### config.mk
export PLATFORM = sky130hd
export DESIGN_NAME = ttl_adder_nibble_seq
export DESIGN_NICKNAME = d
export VERILOG_FILES = /design/src/rtl/ttl_adder_nibble_seq_pkg.sv /design/src/rtl/ttl_74283_nodly.sv /design/src/rtl/ttl_adder_nibble_seq.sv
export SDC_FILE = /design/constraint.sdc
export NUM_CORES = 1
export LEC_CHECK = 0
export CORE_MARGIN = 1.5
export CORE_UTILIZATION = 45
export CTS_CLUSTER_SIZE = 8
export DETAILED_ROUTE_END_ITERATION = 6
export PLACE_DENSITY_LB_ADDON = 0.12
export SYNTH_ARGS = -nofsm -noshare
export SYNTH_HDL_FRONTEND = slang
export SYNTH_SLANG_ARGS = --single-unit
### constraint.sdc
create_clock -name clk -period 6.47 [get_ports clk]
set_input_delay 1.294 -clock clk [delete_from_list [all_inputs] [get_ports clk]]
set_output_delay 1.294 -clock clk [all_outputs]
set_load 0.02 [all_outputs]
### src/rtl/ttl_adder_nibble_seq_pkg.sv
// ttl_adder_nibble_seq_pkg: shared state encoding, slice width and index-width helper
package ttl_adder_nibble_seq_pkg;
  typedef enum logic [1:0] {IDLE = 2'd0, RUN = 2'd1, DONE = 2'd2} state_e;
  localparam int NIBBLE_W = 4;
  function automatic int idx_w(input int n);
    return (n > 1) ? $clog2(n) : 1;
  endfunction
endpackage

### src/rtl/ttl_74283_nodly.sv
// ttl_74283_nodly: zero-delay model of a 74283 fast-carry adder slice
module ttl_74283_nodly #(
  parameter int WIDTH = 4
) (
  input  logic [WIDTH-1:0] a_i,
  input  logic [WIDTH-1:0] b_i,
  input  logic             c_i,
  output logic [WIDTH-1:0] sum_o,
  output logic             c_o
);
  assign {c_o, sum_o} = {1'b0, a_i} + {1'b0, b_i} + {{WIDTH{1'b0}}, c_i};
endmodule

### src/rtl/ttl_adder_nibble_seq.sv
// ttl_adder_nibble_seq: nibble-serial add/subtract sequencer over one 4-bit slice
// Optional zero/overflow flag outputs are enabled by defining ADDSEQ_FLAGS_EN.
module ttl_adder_nibble_seq
  import ttl_adder_nibble_seq_pkg::*;
#(
  parameter int NIBBLES = 4
) (
  input  logic                 clk,
  input  logic                 reset,
  input  logic                 in_valid,
  output logic                 in_ready,
  input  logic [4*NIBBLES-1:0] op_a,
  input  logic [4*NIBBLES-1:0] op_b,
  input  logic                 sub,
  input  logic                 cin,
  output logic                 out_valid,
  input  logic                 out_ready,
  output logic [4*NIBBLES-1:0] result,
  output logic                 carry_out
`ifdef ADDSEQ_FLAGS_EN
  ,
  output logic                 zero_flag,
  output logic                 ovf_flag
`endif
);
  localparam int W  = NIBBLE_W * NIBBLES;
  localparam int IW = idx_w(NIBBLES);
  localparam logic [IW-1:0] LAST = IW'(NIBBLES - 1);
  state_e state_q, state_d;
  logic [W-1:0] a_q, a_d, b_q, b_d, result_q, result_d;
  logic sub_q, sub_d, c_q, c_d, co_q, co_d;
  logic [IW-1:0] idx_q, idx_d;
  logic [NIBBLE_W-1:0] a_nib, b_nib, s_nib;
  logic s_c, accept, run, last;
  assign accept    = (state_q == IDLE) && in_valid;
  assign run       = (state_q == RUN);
  assign last      = (idx_q == LAST);
  assign in_ready  = (state_q == IDLE);
  assign out_valid = (state_q == DONE);
  assign result    = result_q;
  assign carry_out = co_q;
  assign a_nib = a_q[idx_q*NIBBLE_W +: NIBBLE_W];
  assign b_nib = b_q[idx_q*NIBBLE_W +: NIBBLE_W] ^ {NIBBLE_W{sub_q}};
  ttl_74283_nodly #(.WIDTH(NIBBLE_W)) u_slice (
    .a_i  (a_nib),
    .b_i  (b_nib),
    .c_i  (c_q),
    .sum_o(s_nib),
    .c_o  (s_c)
  );
  always_comb begin
    result_d = result_q;
    if (run) result_d[idx_q*NIBBLE_W +: NIBBLE_W] = s_nib;
    state_d = accept ? RUN :
              (run && last) ? DONE :
              ((state_q == DONE) && out_ready) ? IDLE : state_q;
    a_d   = accept ? op_a : a_q;
    b_d   = accept ? op_b : b_q;
    sub_d = accept ? sub : sub_q;
    // subtraction is A + ~B + ~cin, so the carry register starts inverted
    c_d   = accept ? (cin ^ sub) : run ? s_c : c_q;
    idx_d = accept ? '0 : (run && !last) ? idx_q + 1'b1 : idx_q;
    co_d  = (run && last) ? s_c : co_q;
  end
  always_ff @(posedge clk) begin
    if (reset) begin
      state_q  <= IDLE;
      a_q      <= '0;
      b_q      <= '0;
      sub_q    <= 1'b0;
      c_q      <= 1'b0;
      idx_q    <= '0;
      result_q <= '0;
      co_q     <= 1'b0;
    end else begin
      state_q  <= state_d;
      a_q      <= a_d;
      b_q      <= b_d;
      sub_q    <= sub_d;
      c_q      <= c_d;
      idx_q    <= idx_d;
      result_q <= result_d;
      co_q     <= co_d;
    end
  end
`ifdef ADDSEQ_FLAGS_EN
  logic zero_q, zero_d, ovf_q, ovf_d;
  assign zero_flag = zero_q;
  assign ovf_flag  = ovf_q;
  always_comb begin
    zero_d = (run && last) ? (result_d == '0) : zero_q;
    // carry into the MSB is recovered from the top sum bit and its two addends
    ovf_d  = (run && last) ? (a_nib[NIBBLE_W-1] ^ b_nib[NIBBLE_W-1] ^ s_nib[NIBBLE_W-1] ^ s_c) : ovf_q;
  end
  always_ff @(posedge clk) begin
    if (reset) begin
      zero_q <= 1'b0;
      ovf_q  <= 1'b0;
    end else begin
      zero_q <= zero_d;
      ovf_q  <= ovf_d;
    end
  end
`endif
endmodule

==> After elaboration in Yosys (flattened, before gate mapping) <==
Index checks and enable logic that the tools add are counted.
{ "totals": {"out_inout_bits": 19, "word_cells": 38, "inputBits": 38, "register_bits": 55} }
{ "classes": {"n_reduce_logical": 10, "mux": 6, "n_bitwise": 2, "n_shift": 4, "n_eq_ne": 3, "n_addsub": 4} }
{ "ops": {"columns": ["operator", "count"], "rows": [
  ["negator 4 -> 34 bit", 1],
  ["variable shift 4 x 34 -> 16 bit, first input constant", 1],
  ["indexed part select 4 x 34 -> 16 bit", 1],
  ["indexed part select 16 x 5 -> 4 bit", 2],
  ["bitwise mux 16 bit", 1],
  ["adder 4 x 4 -> 5 bit", 1],
  ["adder 5 x 1 -> 5 bit", 1],
  ["equality test 2 bit, second input constant", 2],
  ["logical AND 1 bit", 4],
  ["2-to-1 mux 2 bit", 2],
  ["nonzero test 2 bit", 2],
  ["bitwise XOR 4 bit", 1],
  ["2-to-1 mux 1 bit", 3],
  ["nonzero test 3 bit", 1],
  ["adder 2 x 1 -> 2 bit, second input constant", 1],
  ["equality test 2 x 1 -> 1 bit, second input constant", 1],
  ["logical NOT 2 bit", 1],
  ["OR reduction 2 bit", 1],
  ["logical NOT 1 bit", 1],
  ["bitwise XOR 1 bit", 1]
]} }

==> Depth between registers and ports, before layout <==
Gate-level depths: netlist (run 1).
{ "logic_depth": {"depth_word": 6, "mapped_depth": 10, "mapped_depth_nobuf": 9} }

==> Modules after synthesis <==
A second synthesis (run 1) with hierarchy kept.
{ "unflattened": {"cells_unflattened": 288, "area_unflattened_um2": 2596.2} }
{ "modules_own_cells": {"columns": ["module", "area_each_um2", "instances", "cells_each"], "rows": [
  ["ttl_adder_nibble_seq", 2452.4, 1, 272],
  ["ttl_74283_nodly", 143.9, 1, 16]
]} }

==> Worst setup path before layout (run 1) <==
OpenSTA, ideal clock, no wires.
{ "synth_timing": {"kind": "register to register", "start": "reg idx_q[0]", "end": "reg c_q", "period_less_slack_ns": 2.673, "path_stages_with_launch": 11, "n_path_buf": 1, "path_slack_ns": 3.797, "setup_time_ns": 0.070, "arrival_time_ns": 2.603, "path_cell_list": "dfxtp_1 buf_4 mux4_2 xnor2_1 fa_1 fa_1 inv_1 a21o_1 a21oi_1 a21o_1 a21oi_1"} }
{ "synth_between": {"elab_chain_cells": 6, "word_cells_on_any_way": 7} }
{ "synth_lines": {"columns": ["element", "line", "rtl"], "rows": [
  ["from (decl)", "ttl_adder_nibble_seq.sv:32", "logic [IW-1:0] idx_q, idx_d;"],
  ["from (signal assigned)", "ttl_adder_nibble_seq.sv:81", "idx_q <= idx_d;"],
  ["indexed part select 16 x 5 -> 4 bit", "ttl_adder_nibble_seq.sv:43", "assign b_nib = b_q[idx_q*NIBBLE_W +: NIBBLE_W] ^ {NIBBLE_W{sub_q}};"],
  ["bitwise XOR 4 bit", "ttl_adder_nibble_seq.sv:43", null],
  ["adder 4 x 4 -> 5 bit (*)", "ttl_74283_nodly.sv:11", "assign {c_o, sum_o} = {1'b0, a_i} + {1'b0, b_i} + {{WIDTH{1'b0}}, c_i};"],
  ["adder 5 x 1 -> 5 bit (*)", "ttl_74283_nodly.sv:11", null],
  ["2-to-1 mux 1 bit (*) (2 in a row)", "ttl_adder_nibble_seq.sv:61", "c_d = accept ? (cin ^ sub) : run ? s_c : c_q;"],
  ["to (signal assigned)", "ttl_adder_nibble_seq.sv:71", "c_q <= 1'b0;"],
  ["to (signal assigned)", "ttl_adder_nibble_seq.sv:80", "c_q <= c_d;"],
  ["to (decl)", "ttl_adder_nibble_seq.sv:31", "logic sub_q, sub_d, c_q, c_d, co_q, co_d;"]
]} }
Every way passes the cells marked *; elsewhere a longest branch is shown, timed or not. The select of a mux whose other input is x is not followed.
A chain may end at the register's enable or synchronous reset.

==> Worst setup path in the final report (run 1) <==
{ "layout_timing": {"start": "reg idx_q[0]", "end": "reg result_q[14], in the netlist result[14]"} }
{ "layout_between": {"elab_chain_cells": 6, "word_cells_on_any_way": 9} }
{ "layout_lines": {"columns": ["element", "line", "rtl"], "rows": [
  ["indexed part select 16 x 5 -> 4 bit", "ttl_adder_nibble_seq.sv:43", null],
  ["bitwise XOR 4 bit", "ttl_adder_nibble_seq.sv:43", null],
  ["adder 4 x 4 -> 5 bit", "ttl_74283_nodly.sv:11", null],
  ["adder 5 x 1 -> 5 bit", "ttl_74283_nodly.sv:11", null],
  ["indexed part select 4 x 34 -> 16 bit", "ttl_adder_nibble_seq.sv:53", "if (run) result_d[idx_q*NIBBLE_W +: NIBBLE_W] = s_nib;"],
  ["bitwise mux 16 bit (*)", "ttl_adder_nibble_seq.sv:53", null],
  ["to (signal assigned)", "ttl_adder_nibble_seq.sv:82", "result_q <= result_d;"],
  ["to (decl)", "ttl_adder_nibble_seq.sv:30", "logic [W-1:0] a_q, a_d, b_q, b_d, result_q, result_d;"]
]} }
Every way passes the cells marked *; elsewhere a longest branch is shown, timed or not.

==> results of run 1 <==
-- metal layers --
layer | wire (µm) | GRT usage
met5 | 0 | 0
met3 | 209 | 0.0417
met2 | 2480 | 0.313
met4 | 63 | 0.0600
met1 | 2450 | 0.240
-- cell usage in the layout, fill, tap and decap left out, types with 2 or more instances in the layout --
| cell | synthesis | routed |
|---|---|---|
| clkdlybuf4s50_1 | 0 | 55 |
| fa_1 | 2 | 2 |
| inv_1 | 8 | 8 |
| xor2_1 | 5 | 5 |
| xnor2_1 | 3 | 3 |
| a22oi_1 | 8 | 8 |
| nor3_1 | 2 | 2 |
| clkinv_2 | 0 | 3 |
| nand3_1 | 2 | 2 |
| mux4_2 | 8 | 8 |
| nor2_1 | 27 | 27 |
| nand2_1 | 72 | 72 |
| a21o_1 | 2 | 2 |
| dfxtp_1 | 55 | 55 |
| a21oi_1 | 44 | 44 |
| nor2b_1 | 2 | 2 |
| ha_1 | 9 | 9 |
| a2bb2oi_1 | 4 | 4 |
| clkbuf_8 | 0 | 5 |
| nand2b_1 | 2 | 2 |
| o21ai_0 | 3 | 3 |
-- report_power, final --
| group | leakage (nW) | total, mW | switching, mW | internal (mW) |
|---|---|---|---|---|
| Combinational | 0.678 | 0.128 | 0.0648 | 0.0633 |
| Clock | 0.0477 | 0.184 | 0.110 | 0.0744 |
| Sequential | 0.449 | 0.369 | 0.0138 | 0.355 |
| Total | 1.17 | 0.682 | 0.189 | 0.493 |
-- cell type report --
type	instances	area [µm²]
Clock inverter	3	15.0
Clock buffer	5	68.8
Sequential cell	55	1100
Multi-Input combinational cell	206	1270
Timing Repair Buffer	57	563
Tap cell	70	87.6
Fill cell	502	2070
Inverter	8	30.0
-- kinds of logic (layout without fill, tap and decap cells) --
| family | Yosys count | count (layout) | synth area share |
|---|---|---|---|
| and+or+nand+nor | 117 | 117 | 0.204 |
| buffers and inverters | 26 | 73 | 0.0460 |
| DFF | 55 | 55 | 0.445 |
| xor gates and xnor gates | 8 | 8 | 0.0283 |
| adders and majority gates | 11 | 11 | 0.0616 |
| muxes | 8 | 8 | 0.0728 |
| AOI/OAI and AO/OA | 62 | 62 | 0.143 |
-- sequential cells by signal (all words and copies together) (netlist names) --
signal / cells
result: 16
idx_q: 2
state_q: 2
a_q: 16
sub_q: 1
c_q: 1
b_q: 16
carry_out: 1
-- worst max path at each step --
stage,startpoint,endpoint,slack (ps),depth (start not counted)
2_1_floorplan,idx_q[0]$_SDFFE_PP0P_,c_q$_SDFFE_PP0P_,3800,10
3_3_place_gp,in_valid,c_q$_SDFFE_PP0P_,3210,5
3_5_place_dp,in_valid,c_q$_SDFFE_PP0P_,3200,5
4_1_cts,idx_q[0]$_SDFFE_PP0P_,result[6]$_SDFFE_PP0P_,3270,7
5_1_grt,idx_q[0]$_SDFFE_PP0P_,result[6]$_SDFFE_PP0P_,3080,7
6_report,idx_q[0]$_SDFFE_PP0P_,result[14]$_SDFFE_PP0P_,3280,7
-- stage by stage --
stage               instances  setup WS, ps   util  hold slack [ps]
global route              404          3080  0.602              480
finish                    404          3280  0.602              458
CTS                       404          3270  0.602              460
floorplan                 287          3800      -              433
detailed placement        396          3200  0.586              447
global placement          396          3210  0.586              440
-- worst max-delay path, delay by kind of cell (launching register included) --
kind                       cells  cell delay (ps)
xor gates and xnor gates       2              580
DFF                            1              870
and+or+nand+nor                1              100
adders and majority gates      2              820
muxes                          1              600
AOI/OAI and AO/OA              1              160
==> qor.csv, run 1 <==
stage;metric;value;unit
outcome;status;finished clean;
grt;initial antenna violation count;0;
timing;setup TNS;0;ps
floorplanning;die height;77.2;µm
worst_setup_path;r2r endpoint;result[14]$_SDFFE_PP0P_;
worst_hold_path;Hold Crit Start;a_q[3]$_SDFFE_PP0P_;
logic_synthesis;Seq/Total Area, Yosys;0.445;
worst_hold_path;HP Class;reg2reg;
worst_setup_path;CP required;6710;ps
timing;endpoints failing setup;0;
worst_setup_path;Worst EP arrival;3440;ps
logic_synthesis;synthesized instance count;287;
drt;DRT antenna net count;0;
logic_synthesis;number of synthesized register bits;55;
grt;GRT Overall Usage;0.188;
layout;Area growth syn-to-layout;26.5;%
worst_setup_path;Crit. End Element;flip-flop;
grt;largest net degree at the start of global routing;56;
layout;layout cell share with drive strength beyond 1;0.0629;
grt;first-pass GRT wire length;9090;µm
floorplanning;Die W;77.2;µm
layout;fin nets;382;
logic_synthesis;Post-Syn Nets;336;
drt;routed vias;2051;
worst_setup_path;cells along the critical path;mux4_2 > xnor2_1 > fa_1 > fa_1 > xnor2_1 > a22oi_1 > nor2_1;
worst_setup_path;Worst R2R Start;idx_q[0]$_SDFFE_PP0P_;
drt;DRT Pass-1 Iters;4;
drt;DR vias/cell;5.08;
logic_synthesis;most frequent cells after synthesis;72 x nand2_1, 55 x dfxtp_1, 44 x a21oi_1;
layout;design area;3130;µm²
clock_network;root buffer cell;clkbuf_8;
pwr;Pwr Total;682;µW
drt;Total Wirelength;5210;µm
worst_setup_path;Startpoint Class;flip-flop;
grt;number of global-route vias before repair;2045;
floorplanning;total die area;5960;µm²
flow_run;maxcap violations;0;
floorplanning;IO Pins;57;
placed_design;number of I/O port buffers;56;
logic_synthesis;syn avg cell area;8.63;µm²
drt;Initial DRC Count;123;
logic_synthesis;top_reg_cell synth;dfxtp_1;
floorplanning;Core Box Area;5200;µm²
logic_synthesis;area leader, netlist;dfxtp_1;
drt;drt wl/cell;12.9;µm
timing;crit share post-route;0.494;
placed_design;gpl congestion;0.777;
clock_network;Worst-path clk slew;100;ps
worst_setup_path;R2R depth;7;
pwr;Max VDD drop;0.000171;V
timing;maximum clock frequency;313;MHz
clock_network;Post-CTS Setup Bufs;0;
logic_synthesis;Post-synth ARST share;0;
timing;worst relative slew slack;0.253;
worst_hold_path;WHS Endpoint;a_q[3]$_SDFFE_PP0P_;
worst_setup_path;CP max FO;16;
floorplanning;starting density of the core;0.476;
pwr;Pleak;1.17;nW
worst_setup_path;WS Path Type;reg2reg;
worst_setup_path;slowest CP cell;dfxtp_1;
logic_synthesis;Synth top area share;0.445;
drt;DRC viols;0;
logic_synthesis;number of synthesized flops with an enable pin;0;
logic_synthesis;mapped cell area;2480;µm²
worst_setup_path;max incr delay on CP;870;ps
worst_setup_path;R2R Setup Slk;3280;ps
grt;GR Overflow Total;0;
clock_network;Clock Sinks;55;
clock_network;H-tree depth;2;
timing;Layout Skew;6.24;ps
placed_design;Post-DP Area;3050;µm²
pwr;PwrDens;218;nW/µm²
clock_network;hold_buf cts;0;
timing;Tmin final;3190;ps
timing;worst slew pin tran;1120;ps
logic_synthesis;Yosys Warn Count;0;
logic_synthesis;largest cells by area after synthesis;dfxtp_1 44%, nand2_1 11%, a21oi_1 8.9%;
timing;Slew Limit Fails;0;
clock_network;clk_lat worst skew;310;ps
clock_network;post_cts resized;0;
floorplanning;row count;26;
timing;final-report hold violation count;0;
timing;unrepaired setup endpoints after global routing;no;
clock_network;CTS max path bufs;2;
placed_design;HPWL Detailed;3590;µm
layout;antenna cell count;0;
clock_network;CTS tree;built;
logic_synthesis;most common cell in the netlist;nand2_1;
worst_hold_path;hold path depth;2;
logic_synthesis;Unique masters post-synth;33;
clock_network;CTS Buf Count;5;
Note: power is estimated with default switching activity, not from simulation.
==> run 2: changes to the inputs <==
==> constraint.sdc (replaced) <==
create_clock -name clk -period 3 [get_ports clk]
set_input_delay 0.6 -clock clk [delete_from_list [all_inputs] [get_ports clk]]
set_output_delay 0.6 -clock clk [all_outputs]
set_load 0.02 [all_outputs]
==> qor.csv, run 2 (synthesized netlist as in run 1, its figures left out) <==
stage;metric;value;unit;change
worst_hold_path;HP Class;reg2reg;;
worst_setup_path;Top Family by Delay on Critical Path;XOR/XNOR gates;;
floorplanning;Core Box Area;5200;µm²;unchanged
layout;multi-input logic area;1270;µm²;unchanged
worst_setup_path;Worst setup endpoint;result[10]$_SDFFE_PP0P_;;
drt;DRT antenna net count;0;;unchanged
layout;register area;1100;µm²;unchanged
drt;routed vias;2064;;+0.63%
timing;Tmin final;2620;ps;-578 ps
layout;most frequent cells in the layout;72 x nand2_1, 55 x dfxtp_1, 55 x clkdlybuf4s50_1, 44 x a21oi_1, 27 x nor2_1;;
worst_setup_path;R2R Setup Slk;380;ps;-2890 ps
grt;largest net degree at the start of global routing;56;;unchanged
floorplanning;total die area;5960;µm²;unchanged
layout;Area growth syn-to-layout;27.3;%;
clock_network;CTS max path bufs;2;;unchanged
floorplanning;IO Pins;57;;unchanged
timing;worst slew pin tran;974;ps;-147 ps
clock_network;post_cts resized;0;;unchanged
worst_setup_path;Crit. End Element;flip-flop;;
timing;Layout Skew;7.32;ps;+1.08 ps
worst_setup_path;CP required;3240;ps;-3470 ps
worst_setup_path;r2r endpoint;result[10]$_SDFFE_PP0P_;;
clock_network;clk_lat worst skew;300;ps;about the same
clock_network;CTS Buf Count;5;;unchanged
layout;fill count;493;;-1.8%
outcome;status;finished clean;;
timing;final-report hold violation count;0;;unchanged
clock_network;root buffer cell;clkbuf_8;;
worst_setup_path;Worst R2R Start;idx_q[0]$_SDFFE_PP0P_;;
grt;GR Overflow Total;0;;unchanged
clock_network;Clock Sinks;55;;unchanged
worst_setup_path;CP Depth;8;;+1
worst_setup_path;cells along the critical path;buf_4 > mux4_2 > xor2_1 > inv_1 > fa_1 > xnor2_1 > a22oi_1 > nor2_1;;
drt;DR vias/cell;5.07;;-0.11%
floorplanning;row count;26;;unchanged
worst_setup_path;Startpoint Class;flip-flop;;
grt;number of global-route vias before repair;1973;;-3.5%
timing;crit share post-route;0.872;;+0.378
worst_setup_path;slowest CP cell;mux4_2;;
worst_setup_path;Worst EP arrival;2860;ps;-580 ps
timing;maximum clock frequency;382;MHz;+22%
timing;unrepaired setup endpoints after global routing;no;;
timing;Slew Limit Fails;0;;unchanged
drt;Initial DRC Count;131;;+6.5%
layout;antenna cell count;0;;unchanged
worst_setup_path;CP max FO;15;;-1
flow_run;maxcap violations;0;;unchanged
layout;layout cell share with drive strength beyond 1;0.0653;;+0.00241
timing;endpoints failing setup;0;;unchanged
layout;commonest non-fill, non-tap cell in the layout;nand2_1;;
drt;DRC viols;0;;unchanged
clock_network;Post-CTS Setup Bufs;0;;unchanged
placed_design;number of I/O port buffers;56;;unchanged
pwr;Pleak;1.18;nW;+0.85%
grt;GRT Overall Usage;0.183;;-0.00425
floorplanning;Die W;77.2;µm;unchanged
placed_design;pre-CTS setup slack;367;ps;-2830 ps
floorplanning;die height;77.2;µm;unchanged
placed_design;gpl congestion;0.810;;+4.3%
layout;fin nets;385;;+0.79%
worst_setup_path;worst path bufs/invs;2;;+2
drt;drt wl/cell;12.4;µm;-3.8%
clock_network;CTS tree;built;;
worst_setup_path;R2R depth;8;;+1
timing;setup TNS;0;ps;unchanged
floorplanning;starting density of the core;0.476;;unchanged
pwr;Pwr Total;1.46;mW;+110%
worst_setup_path;max incr delay on CP;540;ps;-330 ps
layout;utilization after layout;0.606;;+0.00385
worst_setup_path;crit path launch;idx_q[0]$_SDFFE_PP0P_;;
grt;first-pass GRT wire length;8830;µm;-2.9%
grt;initial antenna violation count;0;;unchanged
clock_network;H-tree depth;2;;unchanged
pwr;Max VDD drop;0.000257;V;+51%
clock_network;Worst-path clk slew;90;ps;about the same
placed_design;HPWL Detailed;3570;µm;-0.57%
timing;final setup margin;384;ps;-2890 ps
drt;Total Wirelength;5050;µm;-3.1%
drt;DRT Pass-1 Iters;4;;unchanged
timing;worst relative slew slack;0.351;;+0.0979
pwr;PwrDens;463;nW/µm²;+110%
worst_setup_path;WS Path Type;reg2reg;;
clock_network;hold_buf cts;0;;unchanged
## run 2: worst min-delay path by stage
stage / to / cells after the start / slack [ps] / startpoint
after global placement: a_q[2]$_SDFFE_PP0P_ / 2 / 440 / a_q[2]$_SDFFE_PP0P_
after detailed placement: b_q[12]$_SDFFE_PP0P_ / 2 / 450 / b_q[12]$_SDFFE_PP0P_
final: b_q[7]$_SDFFE_PP0P_ / 2 / 460 / b_q[7]$_SDFFE_PP0P_
after global routing: b_q[7]$_SDFFE_PP0P_ / 2 / 480 / b_q[7]$_SDFFE_PP0P_
after floorplan: a_q[10]$_SDFFE_PP0P_ / 2 / 430 / a_q[10]$_SDFFE_PP0P_
after CTS: b_q[12]$_SDFFE_PP0P_ / 2 / 460 / b_q[12]$_SDFFE_PP0P_
## run 2: worst reg2reg max path, delay by kind of cell, from the launching register on
kind                       cells  cell delay, ps
AOI/OAI and AO/OA              1             160
buffers and inverters          2             350
DFF                            1             360
and+or+nand+nor                1             110
xor gates and xnor gates       2             620
muxes                          1             540
adders and majority gates      1             430
## run 2: cell type report
| type | count | share of cell area |
|---|---|---|
| Sequential cell | 55 | 0.349 |
| Tap cell | 70 | 0.0278 |
| Inverter | 8 | 0.00952 |
| Multi-Input combinational cell | 206 | 0.402 |
| Timing Repair Buffer | 60 | 0.186 |
| Clock buffer | 7 | 0.0242 |
| Clock inverter | 1 | 0.00159 |
## run 2: metrics by stage
step	cells	hold WS [ps]	cell area (µm²)
floorplan	287	433	2480
global placement	399	442	3070
detailed placement	399	447	3070
CTS	407	459	3150
global route	407	476	3150
finish	407	458	3150
## run 2: routing by layer
metal / part of all wire / global-route usage / vias to the layer above / wire length [µm]
met3: 0.033 / 0.0381 / 5 / 168
li1: - / - / 1056 / -
met2: 0.48 / 0.304 / 37 / 2450
met4: 0.013 / 0.0600 / 0 / 66
met1: 0.47 / 0.238 / 966 / 2360
met5: 0 / 0 / - / 0
## run 2: report_power, final
part	leakage [nW]	internal, mW	switching, mW
logic	0.693	0.139	0.144
registers	0.449	0.766	0.0225
clock network	0.0422	0.164	0.224
total	1.18	1.07	0.391
